`src/rtl/ddr2_init_seq_pkg.sv`:
```
// Shared types and constants for the DDR2 power-up initialisation sequencer.
package ddr2_init_pkg;

  typedef enum logic [3:0] {
    S_IDLE,
    S_CKE_WAIT,
    S_NOP400,
    S_PRE1,
    S_EMR2,
    S_EMR3,
    S_EMR_DLL,
    S_MR_RST,
    S_PRE2,
    S_REF1,
    S_REF2,
    S_MR_RUN,
    S_OCD_DEF,
    S_OCD_EXIT,
    S_DLL_WAIT,
    S_DONE
  } state_t;

  // {csbar, rasbar, casbar, webar}
  typedef enum logic [3:0] {
    CMD_LMR = 4'b0000,
    CMD_REF = 4'b0001,
    CMD_PRE = 4'b0010,
    CMD_NOP = 4'b0111,
    CMD_DES = 4'b1111
  } cmd_t;

  localparam logic [12:0] MR_DLLRST   = 13'h0543;
  localparam logic [12:0] MR_RUN      = 13'h0443;
  localparam logic [12:0] EMR_OCD_DEF = 13'h0380;
  localparam logic [12:0] EMR_DEF     = 13'h0000;
  localparam logic [12:0] A10_ALLBANK = 13'h0400;

endpackage

```
`src/rtl/ddr2_init_seq_if.sv`:
```
// Command/address bus and init/ready handshake between the init sequencer and the PHY mux.
interface ddr2_init_seq_if;
  logic        init;
  logic        ready;
  logic        csbar;
  logic        rasbar;
  logic        casbar;
  logic        webar;
  logic [1:0]  ba;
  logic [12:0] a;
  logic [1:0]  dm;
  logic        odt;
  logic        ts_con;
  logic        cke;

  modport master (
    input  init,
    output ready, csbar, rasbar, casbar, webar, ba, a, dm, odt, ts_con, cke
  );

  modport slave (
    output init,
    input  ready, csbar, rasbar, casbar, webar, ba, a, dm, odt, ts_con, cke
  );
endinterface

```
`src/rtl/ddr2_init_seq_wait_timer.sv`:
```
// Loadable down-counter; done is high during the last cycle of a loaded interval.
module ddr2_init_wait_timer #(
  parameter int unsigned W = 8
) (
  input  logic         clk,
  input  logic         reset,
  input  logic         load,
  input  logic [W-1:0] load_val,
  output logic         done
);

  logic [W-1:0] cnt_q, cnt_d;

  always_comb begin
    cnt_d = cnt_q;
    if (load) begin
      cnt_d = load_val;
    end else if (cnt_q != '0) begin
      cnt_d = cnt_q - 1'b1;
    end
  end

  always_ff @(posedge clk or posedge reset) begin
    if (reset) begin
      cnt_q <= '0;
    end else begin
      cnt_q <= cnt_d;
    end
  end

  // A load of N keeps the caller in its state for exactly N cycles.
  assign done = (cnt_q == W'(1));

endmodule

```
`src/rtl/ddr2_init_seq.sv`:
```
// DDR2 power-up init sequencer: CKE, NOP, PRE, EMR/MR loads, refreshes, DLL wait, then ready.
// Define DDR2_INIT_OCD_EN to issue the OCD default/exit mode loads after MR_RUN.
module ddr2_init_seq
  import ddr2_init_pkg::*;
#(
  parameter int unsigned T_CKE = 40000,
  parameter int unsigned T_NOP = 80,
  parameter int unsigned T_RP  = 4,
  parameter int unsigned T_MRD = 2,
  parameter int unsigned T_RFC = 26,
  parameter int unsigned T_DLL = 200
) (
  input logic             clk,
  input logic             reset,
  ddr2_init_seq_if.master bus
);

  localparam int unsigned CW = $clog2(T_CKE) + 1;

  state_t      state_q, state_d, succ;
  logic        enter;
  logic        t_done;
  logic [CW-1:0] load_val;

  cmd_t        cmd_q, cmd_d;
  logic [1:0]  ba_q, ba_d;
  logic [12:0] a_q, a_d;
  logic        cke_q, cke_d;
  logic        ready_q, ready_d;

  ddr2_init_wait_timer #(.W(CW)) u_timer (
    .clk      (clk),
    .reset    (reset),
    .load     (enter),
    .load_val (load_val),
    .done     (t_done)
  );

  always_comb begin
    case (state_q)
      S_CKE_WAIT: succ = S_NOP400;
      S_NOP400:   succ = S_PRE1;
      S_PRE1:     succ = S_EMR2;
      S_EMR2:     succ = S_EMR3;
      S_EMR3:     succ = S_EMR_DLL;
      S_EMR_DLL:  succ = S_MR_RST;
      S_MR_RST:   succ = S_PRE2;
      S_PRE2:     succ = S_REF1;
      S_REF1:     succ = S_REF2;
      S_REF2:     succ = S_MR_RUN;
`ifdef DDR2_INIT_OCD_EN
      S_MR_RUN:   succ = S_OCD_DEF;
`else
      S_MR_RUN:   succ = S_DLL_WAIT;
`endif
      S_OCD_DEF:  succ = S_OCD_EXIT;
      S_OCD_EXIT: succ = S_DLL_WAIT;
      S_DLL_WAIT: succ = S_DONE;
      default:    succ = state_q;
    endcase
  end

  always_comb begin
    state_d = state_q;
    enter   = 1'b0;
    case (state_q)
      S_IDLE: begin
        if (bus.init) begin
          state_d = S_CKE_WAIT;
          enter   = 1'b1;
        end
      end
      S_DONE: ;
      default: begin
        if (t_done) begin
          state_d = succ;
          enter   = 1'b1;
        end
      end
    endcase
  end

  always_comb begin
    case (state_d)
      S_CKE_WAIT:          load_val = CW'(T_CKE);
      S_NOP400:            load_val = CW'(T_NOP);
      S_PRE1, S_PRE2:      load_val = CW'(T_RP);
      S_REF1, S_REF2:      load_val = CW'(T_RFC);
      S_EMR2, S_EMR3, S_EMR_DLL, S_MR_RST,
      S_MR_RUN, S_OCD_DEF, S_OCD_EXIT:
                           load_val = CW'(T_MRD);
      S_DLL_WAIT:          load_val = CW'(T_DLL);
      default:             load_val = '0;
    endcase
  end

  // Outputs are computed from the upcoming state so the registers line up with state_q;
  // the command goes out only on the entry cycle, NOPs fill the rest of the gap.
  always_comb begin
    cmd_d   = CMD_NOP;
    ba_d    = 2'd0;
    a_d     = '0;
    cke_d   = 1'b1;
    ready_d = 1'b0;
    case (state_d)
      S_IDLE: begin
        cmd_d = CMD_DES;
        cke_d = 1'b0;
      end
      S_CKE_WAIT: cke_d = 1'b0;
      S_DONE:     ready_d = 1'b1;
      default: begin
        if (enter) begin
          case (state_d)
            S_PRE1, S_PRE2: begin cmd_d = CMD_PRE; a_d = A10_ALLBANK; end
            S_REF1, S_REF2: cmd_d = CMD_REF;
            S_EMR2:     begin cmd_d = CMD_LMR; ba_d = 2'd2; a_d = EMR_DEF;     end
            S_EMR3:     begin cmd_d = CMD_LMR; ba_d = 2'd3; a_d = EMR_DEF;     end
            S_EMR_DLL:  begin cmd_d = CMD_LMR; ba_d = 2'd1; a_d = EMR_DEF;     end
            S_MR_RST:   begin cmd_d = CMD_LMR; ba_d = 2'd0; a_d = MR_DLLRST;   end
            S_MR_RUN:   begin cmd_d = CMD_LMR; ba_d = 2'd0; a_d = MR_RUN;      end
            S_OCD_DEF:  begin cmd_d = CMD_LMR; ba_d = 2'd1; a_d = EMR_OCD_DEF; end
            S_OCD_EXIT: begin cmd_d = CMD_LMR; ba_d = 2'd1; a_d = EMR_DEF;     end
            default: ;
          endcase
        end
      end
    endcase
  end

  always_ff @(posedge clk or posedge reset) begin
    if (reset) begin
      state_q <= S_IDLE;
      cmd_q   <= CMD_DES;
      ba_q    <= 2'd0;
      a_q     <= '0;
      cke_q   <= 1'b0;
      ready_q <= 1'b0;
    end else begin
      state_q <= state_d;
      cmd_q   <= cmd_d;
      ba_q    <= ba_d;
      a_q     <= a_d;
      cke_q   <= cke_d;
      ready_q <= ready_d;
    end
  end

  assign {bus.csbar, bus.rasbar, bus.casbar, bus.webar} = cmd_q;
  assign bus.ba     = ba_q;
  assign bus.a      = a_q;
  assign bus.cke    = cke_q;
  assign bus.ready  = ready_q;
  assign bus.dm     = 2'b00;
  assign bus.odt    = 1'b0;
  assign bus.ts_con = 1'b0;

endmodule

```
`src/flat_wrapper.sv`:
```
// flat-port wrapper written by rule: the top's interface ports become plain ports
module ddr2_init_seq_flat import ddr2_init_pkg::*;
#(
  parameter int unsigned T_CKE = 40000,
  parameter int unsigned T_NOP = 80,
  parameter int unsigned T_RP  = 4,
  parameter int unsigned T_MRD = 2,
  parameter int unsigned T_RFC = 26,
  parameter int unsigned T_DLL = 200
)
  (clk, reset, bus_init, bus_ready, bus_csbar, bus_rasbar, bus_casbar, bus_webar, bus_ba, bus_a, bus_dm, bus_odt, bus_ts_con, bus_cke);
  ddr2_init_seq_if bus_i ();
  input logic clk;
  input logic reset;
  input wire logic [$bits(bus_i.init)-1:0] bus_init;
  output wire logic [$bits(bus_i.ready)-1:0] bus_ready;
  output wire logic [$bits(bus_i.csbar)-1:0] bus_csbar;
  output wire logic [$bits(bus_i.rasbar)-1:0] bus_rasbar;
  output wire logic [$bits(bus_i.casbar)-1:0] bus_casbar;
  output wire logic [$bits(bus_i.webar)-1:0] bus_webar;
  output wire logic [$bits(bus_i.ba)-1:0] bus_ba;
  output wire logic [$bits(bus_i.a)-1:0] bus_a;
  output wire logic [$bits(bus_i.dm)-1:0] bus_dm;
  output wire logic [$bits(bus_i.odt)-1:0] bus_odt;
  output wire logic [$bits(bus_i.ts_con)-1:0] bus_ts_con;
  output wire logic [$bits(bus_i.cke)-1:0] bus_cke;
  assign bus_i.init = bus_init;
  assign bus_ready = bus_i.ready;
  assign bus_csbar = bus_i.csbar;
  assign bus_rasbar = bus_i.rasbar;
  assign bus_casbar = bus_i.casbar;
  assign bus_webar = bus_i.webar;
  assign bus_ba = bus_i.ba;
  assign bus_a = bus_i.a;
  assign bus_dm = bus_i.dm;
  assign bus_odt = bus_i.odt;
  assign bus_ts_con = bus_i.ts_con;
  assign bus_cke = bus_i.cke;
  ddr2_init_seq #(.T_CKE(T_CKE), .T_NOP(T_NOP), .T_RP(T_RP), .T_MRD(T_MRD), .T_RFC(T_RFC), .T_DLL(T_DLL)) u_core (.clk(clk), .reset(reset), .bus(bus_i));
endmodule
```
`config.mk`:
```
export PLATFORM = sky130hd
export DESIGN_NAME = ddr2_init_seq_flat
export DESIGN_NICKNAME = d
export VERILOG_FILES = /design/src/rtl/ddr2_init_seq_pkg.sv /design/src/rtl/ddr2_init_seq_if.sv /design/src/rtl/ddr2_init_seq_wait_timer.sv /design/src/rtl/ddr2_init_seq.sv /design/src/flat_wrapper.sv
export SDC_FILE = /design/constraint.sdc
export NUM_CORES = 1
export LEC_CHECK = 0
export BUFFER_PORTS_ARGS = -buffer_cell sky130_fd_sc_hd__clkbuf_2
export CAP_MARGIN = 25
export CORE_ASPECT_RATIO = 0.8
export CORE_MARGIN = 4
export CORE_UTILIZATION = 60
export DETAILED_ROUTE_END_ITERATION = 8
export PLACE_DENSITY = 0.95
export RECOVER_POWER = 100
export REMOVE_ABC_BUFFERS = 1
export SYNTH_ARGS = -nofsm -noshare
export SYNTH_HDL_FRONTEND = slang
export SYNTH_SLANG_ARGS = --single-unit
```
`constraint.sdc`:
```
create_clock -name clk -period 3.34 [get_ports clk]
set_input_delay 0.668 -clock clk [delete_from_list [all_inputs] [get_ports clk]]
set_output_delay 0.668 -clock clk [all_outputs]
set_load 0.02 [all_outputs]
```
# == Word-level counts from Yosys, hierarchy flattened ==
# Memories as Yosys holds them, arrays and structs flattened.
# Cells that the tools add are included.
# totals
output_inout_bits,25
romBits,160
input_bits,3
register_bits,42
memories,1
latch_bits,0
ramBits,0
# classes
reduce_logical,12
muxes,20
order_cmp,0
n_div,0
mul,0
shifts,0
addsub,1
n_eq_ne,29
bitwise,0
# memory_table
memory,words,width,read_ports,rd_clocked_by_memory_dff,wr,line_no,text
(name not given),16,10,1,0,0,ddr2_init_seq.sv:84,case (state_d)
# op_table
operator,n
$eq A4 B4 Y1 const B,15
$pmux W4 S13,1
$pmux W11 S4,1
$mux W17,2
$eq A4 B3 Y1 const B,8
$mux W13,2
$eq A17 B1 Y1 const B,1
$reduce_bool A17 Y1,1
$sub A17 B1 Y17 const B,1
$pmux W4 S2,2
$eq A4 B2 Y1 const B,3
$mux W4,3
$reduce_or A2 Y1,5
$pmux W3 S3,1
$eq A4 B1 Y1 const B,2
$logic_not A4 Y1,2
$reduce_or A7 Y1,1
$pmux W2 S3,1
$reduce_or A3 Y1,2
$mux W1,4
$mux W2,2
$pmux W1 S2,1
$reduce_bool A2 Y1,1

# == Logic depth before layout (Yosys ltp) ==
# depth
depth_word,10
ltp_mapped,8
mapped_depth_nobuf,7

# == Hierarchy ==
# Synthesis repeated with hierarchy kept, for this count alone.
# unflattened
cells_unflattened,219
area_unflattened_um2,2049.5
# modules_own_cells
mod,area_per_inst_um2,instances,seq_area_each_um2,cells_each
ddr2_init_wait_timer,1048.5,1,425.4,112
ddr2_init_seq,1001.0,1,405.4,107

# == Least setup slack after synthesis ==
# OpenSTA, ideal clock, no wires.
# synth_timing
path_type,register to register
from,reg u_core.u_timer.cnt_q[0]
to,reg u_core.u_timer.cnt_q[1]
period_less_slack_ps,2164
t_arrival_ps,2088
setup_time_ps,76
setup_slack_ps,1176
required_ps,3264
path_stages_with_launch,8
cell_sequence,dfrtp_1 > inv_1 > ha_1 > or4b_2 > nor4_4 > buf_4 > mux2_2 > o21ai_1
# synth_between
elab_chain_cells,5
elab_cells_between_ends,11
cone_classes,add/sub: 1; eq/ne: 1; mux: 6; reduce/logical: 2; memory: 1
# synth_rtl
item,line_no,text
"start, declared",ddr2_init_seq_wait_timer.sv:12,"logic [W-1:0] cnt_q, cnt_d;"
"start signal, assigned",ddr2_init_seq_wait_timer.sv:27,cnt_q <= cnt_d;
$eq A17 B1 Y1,ddr2_init_seq_wait_timer.sv:32,assign done = (cnt_q == W'(1));
$mux W4,ddr2_init_seq.sv:75,if (t_done) begin
$pmux W4 S2,ddr2_init_seq.sv:66,case (state_q)
$mem_v2 Z16 W10,--,
$mux W17,ddr2_init_seq_wait_timer.sv:16,if (load) begin
# Parallel ways exist; a longest one is shown, timed or not. The select of a mux whose other input is x is not followed.
# A chain may end at the register's enable or synchronous reset.

# == Final worst setup path ==
# layout_timing
from,reg u_core.u_timer.cnt_q[1]
to,reg u_core.u_timer.cnt_q[4]
# Same word-level chain as after synthesis.

==> impl_table.tex <==
\begin{tabular}{lr}
\hline
Metric & Value \\
\hline
\multicolumn{2}{l}{\textbf{Status}} \\
Outcome & finished with violations \\
Violated checks & capacitance limit, slew limit \\
\multicolumn{2}{l}{\textbf{Synthesis}} \\
Adder and majority gate portion of the synthesized area & 0.02024 \\
Commonest cells post-synth & sky130\_fd\_sc\_hd\_\_dfrtp\_1, sky130\_fd\_sc\_hd\_\_nor2\_1, sky130\_fd\_sc\_hd\_\_buf\_4 \\
Unique masters post-synth & 44 \\
Share of flip-flops with an asynchronous set or reset & 1.000 \\
Number of instances in the synthesized netlist & 193 \\
Post-synthesis compound-gate area fraction & 0.1127 \\
Synth Register Bits & 33 \\
Sequential share of the synthesized area & 0.4480 \\
Number of synthesized flops with an enable pin & 0 \\
Leading register cell type out of synthesis & sky130\_fd\_sc\_hd\_\_dfrtp\_1 \\
Portion of netlist area occupied by mux cells & 0.01215 \\
Top post-synthesis cells by area & sky130\_fd\_sc\_hd\_\_dfrtp\_1, sky130\_fd\_sc\_hd\_\_xnor2\_1, sky130\_fd\_sc\_hd\_\_buf\_4, sky130\_fd\_sc\_hd\_\_dfstp\_2, sky130\_fd\_sc\_hd\_\_nor3\_1 \\
Most repeated cell in the gate-level netlist after synthesis & sky130\_fd\_sc\_hd\_\_dfrtp\_1 \\
Synthesized-area fraction occupied by and/or/nand/nor cells & 0.2429 \\
Post-synthesis xor/xnor area fraction & 0.07557 \\
Area share of the largest cell type after synthesis & 0.3914 \\
Area of the mapped netlist & 1854 um\^{}2 \\
Leading area contributor after synthesis & sky130\_fd\_sc\_hd\_\_dfrtp\_1 \\
Avg Cell Area, Syn & 9.608 um\^{}2 \\
Warnings, synthesis & 0 \\
Largest family of logic cells by synthesized area & simple AND/OR/NAND/NOR gates \\
\multicolumn{2}{l}{\textbf{Pwr}} \\
Largest vdd supply drop & 338.0 uV \\
Leakage power figure & 0.7455 nW \\
P per Cell Area & 362.8 nW/um\^{}2 \\
\multicolumn{2}{l}{\textbf{Placement}} \\
\# port buffers & 17 \\
Global placer's final weighted congestion & 0.8549 \\
DPL Wire Length & 2696 um \\
Worst setup slack before clock tree synthesis & 0.8539 ns \\
\multicolumn{2}{l}{\textbf{Clock tree}} \\
Number of H-tree branching levels & 2 \\
CTS Root Buffer Type & sky130\_fd\_sc\_hd\_\_clkbuf\_8 \\
Clock tree from TritonCTS & built \\
Num CTS Buffers & 5 \\
Maximum clock path buffer count & 2 \\
Number of gates resized after CTS & 0 \\
Worst-Skew Late Latency & 0.30 ns \\
Clock transition at the registers of the reported paths & 0.07 ns \\
Post CTS Setup Buffer Count & 0 \\
CTS sink cnt & 33 \\
Post-CTS Hold Fix Bufs & 0 \\
\multicolumn{2}{l}{\textbf{GRT}} \\
Maximum number of pins on one net before global-route repair & 34 \\
Vias in the first global route & 1288 \\
First-pass GRT wire length & 6389 um \\
Antenna violations before repair & 0 \\
Total track usage & 0.2098 \\
Overflow left after global routing & 0 \\
\multicolumn{2}{l}{\textbf{Critical path}} \\
Crit start category & flop \\
Crit path required time & 3.55 ns \\
Crit path kind & reg -> reg \\
CP Max Fanout & 8 \\
Crit. End Element & flop \\
Signal arrival time at the worst endpoint & 2.82 ns \\
\multicolumn{2}{l}{\textbf{Finish}} \\
Area growth from synthesis to layout & 5.735\% \\
Fraction of final layout cells sized beyond drive strength 1 & 0.1053 \\
Post-layout net count & 214 \\
Diodes inserted & 0 \\
\multicolumn{2}{l}{\textbf{Route}} \\
Met3 wire length & 378 um \\
Routed len/inst & 15.45 um \\
Top layer in use & met4 \\
Total via count in the routed design & 1463 \\
Count of TritonRoute iterations in the first routing pass & 5 \\
Per-cell via count in the routed design & 5.923 \\
Routed wire length & 3815 um \\
Number of DRC violations after detailed routing & 0 \\
Number of DRC markers in iteration 0 & 236 \\
Post-route antenna net violation count & 0 \\
Routed length on met1 & 1747 um \\
Met2 wire length & 1636 um \\
\multicolumn{2}{l}{\textbf{Floorplan}} \\
Floorplan die height & 57.72 um \\
Effective utilization at floorplan & 0.6506 \\
Area of the die & 4049 um\^{}2 \\
Top-level I/O count & 28 \\
Placeable core region & 2850 um\^{}2 \\
Cell Rows & 17 \\
Width of the die & 70.16 um \\
\multicolumn{2}{l}{\textbf{STA}} \\
Headroom to the max-slew limit & -0.1211 \\
Aggregate negative setup slack & 0 ns \\
Final Max Tran Viols & 34 \\
Transition time at the pin with the least slew margin & 1.682 ns \\
F\_max & 0.3838 GHz \\
Setup repair after global routing missed its margin & no \\
Post-route clock skew & 0.01367 ns \\
Final setup vio count & 0 \\
Final critical-path required period & 2.605 ns \\
Post-route clock period utilization & 0.7800 \\
Count of final hold-check violations & 0 \\
Worst setup slack after layout & 0.7347 ns \\
\multicolumn{2}{l}{\textbf{Job}} \\
Number of maximum-capacitance constraint violations & 1 \\
\multicolumn{2}{l}{\textbf{Min path}} \\
Worst Hold Class & in -> reg \\
\hline
\end{tabular}
==> worst max-delay path: stages, from the launching register on <==
cell,delay (ns)
sky130_fd_sc_hd__dfrtp_1,0.39
sky130_fd_sc_hd__inv_1,0.13
sky130_fd_sc_hd__ha_1,0.17
sky130_fd_sc_hd__nor4b_1,0.22
sky130_fd_sc_hd__clkbuf_1,0.21
sky130_fd_sc_hd__nand4_1,0.14
sky130_fd_sc_hd__o21ai_0,0.56
sky130_fd_sc_hd__clkbuf_1,0.42
sky130_fd_sc_hd__o221ai_1,0.17
sky130_fd_sc_hd__o21ai_0,0.11
==> cells in the final DEF (no fill, tap or decap), types with 2 or more instances in the layout <==
master and n:
sky130_fd_sc_hd__xnor2_1 13, sky130_fd_sc_hd__o21bai_1 2, sky130_fd_sc_hd__clkbuf_8 5, sky130_fd_sc_hd__nand2b_1 3
sky130_fd_sc_hd__or3_1 3, sky130_fd_sc_hd__nor3b_1 3, sky130_fd_sc_hd__nand2_1 13, sky130_fd_sc_hd__dfrtp_1 29
sky130_fd_sc_hd__nand3_1 2, sky130_fd_sc_hd__nor4_4 2, sky130_fd_sc_hd__nor3_1 13, sky130_fd_sc_hd__clkbuf_2 2
sky130_fd_sc_hd__inv_1 6, sky130_fd_sc_hd__a2111oi_0 2, sky130_fd_sc_hd__mux2_2 2, sky130_fd_sc_hd__conb_1 11
sky130_fd_sc_hd__nand4_1 2, sky130_fd_sc_hd__nor4_1 8, sky130_fd_sc_hd__clkbuf_1 19, sky130_fd_sc_hd__o21ai_0 13
sky130_fd_sc_hd__ha_1 3, sky130_fd_sc_hd__clkinv_2 2, sky130_fd_sc_hd__or4_1 4, sky130_fd_sc_hd__o221ai_1 2
sky130_fd_sc_hd__o22ai_1 3, sky130_fd_sc_hd__a21oi_1 5, sky130_fd_sc_hd__dfstp_2 4, sky130_fd_sc_hd__xor2_1 3
sky130_fd_sc_hd__nor2_1 16
==> metal layers <==
layer	track usage	vias up
met5	0	-
met4	0.08743	0
met3	0.07972	4
met2	0.2880	81
met1	0.2971	685
li1	-	693
==> state kept, by name (all words and copies together) (netlist names) <==
signal,count
u_core.state_q,4
u_core.u_timer.cnt_q,17
u_core.cmd_q,4
u_core.bus.ba,2
u_core.bus.cke,1
u_core.bus.a,4
u_core.bus.ready,1
==> power breakdown <==
part / switching (W) / total (W) / internal, W
Combinational: 0.0000205 / 0.0000223 / 0.00000182
Clock: 0.000144 / 0.000288 / 0.000144
Sequential: 0.000000304 / 0.000401 / 0.000401
Total: 0.000165 / 0.000711 / 0.000546
==> cell families (layout without fill, tap and decap cells) <==
kind of cell               after synthesis  count (layout)
AOI/OAI and AO/OA                       33              33
xor gates and xnor gates                16              16
adders and majority gates                3               3
buffers and inverters                   28              34
DFF                                     33              33
muxes                                    2               2
other                                    1              11
and+or+nand+nor                         77              77
==> per-stage QoR <==
step | hold WS (ns) | utilization | cells | area, um^2 | total power (W)
floorplan | 0.5389 | - | 181 | 1754 | 0.0004258
global placement | 0.5730 | 0.6699 | 239 | 1909 | 0.0004315
detailed placement | 0.5834 | 0.6699 | 239 | 1909 | 0.0004315
CTS | 0.4353 | 0.6989 | 247 | 1992 | 0.0007210
global route | 0.5373 | 0.6879 | 247 | 1961 | 0.0007455
finish | 0.5460 | 0.6879 | 247 | 1961 | 0.0007114
==> final timing paths <==
| check | start | end | slack (ns) | cells past startpoint |
|---|---|---|---|---|
| worst min register to register | u_core.u_timer.cnt_q[14]$_DFFE_PP0P_ | u_core.u_timer.cnt_q[14]$_DFFE_PP0P_ | 0.61 | 2 |
| worst max-delay path | u_core.u_timer.cnt_q[1]$_DFFE_PP0P_ | u_core.u_timer.cnt_q[4]$_DFFE_PP0P_ | 0.73 | 9 |
| worst max register to register | u_core.u_timer.cnt_q[1]$_DFFE_PP0P_ | u_core.u_timer.cnt_q[4]$_DFFE_PP0P_ | 0.73 | 9 |
| min in group asynchronous | reset | u_core.bus.ba[0]$_DFF_PP0_ | 0.93 | 3 |
| worst min-delay path | bus_init | u_core.cmd_q[3]$_DFF_PP1_ | 0.55 | 2 |
| max in group asynchronous | reset | u_core.u_timer.cnt_q[6]$_DFFE_PP0P_ | 1.43 | 3 |
==> layout make-up <==
type | instances | area [um^2]
timing repair buffer | 20 | 77.57
clock buffer | 6 | 72.57
inverter | 6 | 22.52
sequential | 33 | 830.8
clock inverter | 2 | 10.01
tap | 38 | 47.55
multi-input combinational | 142 | 899.6
fill | 220 | 889.6
(Power assumes the default switching activity.)
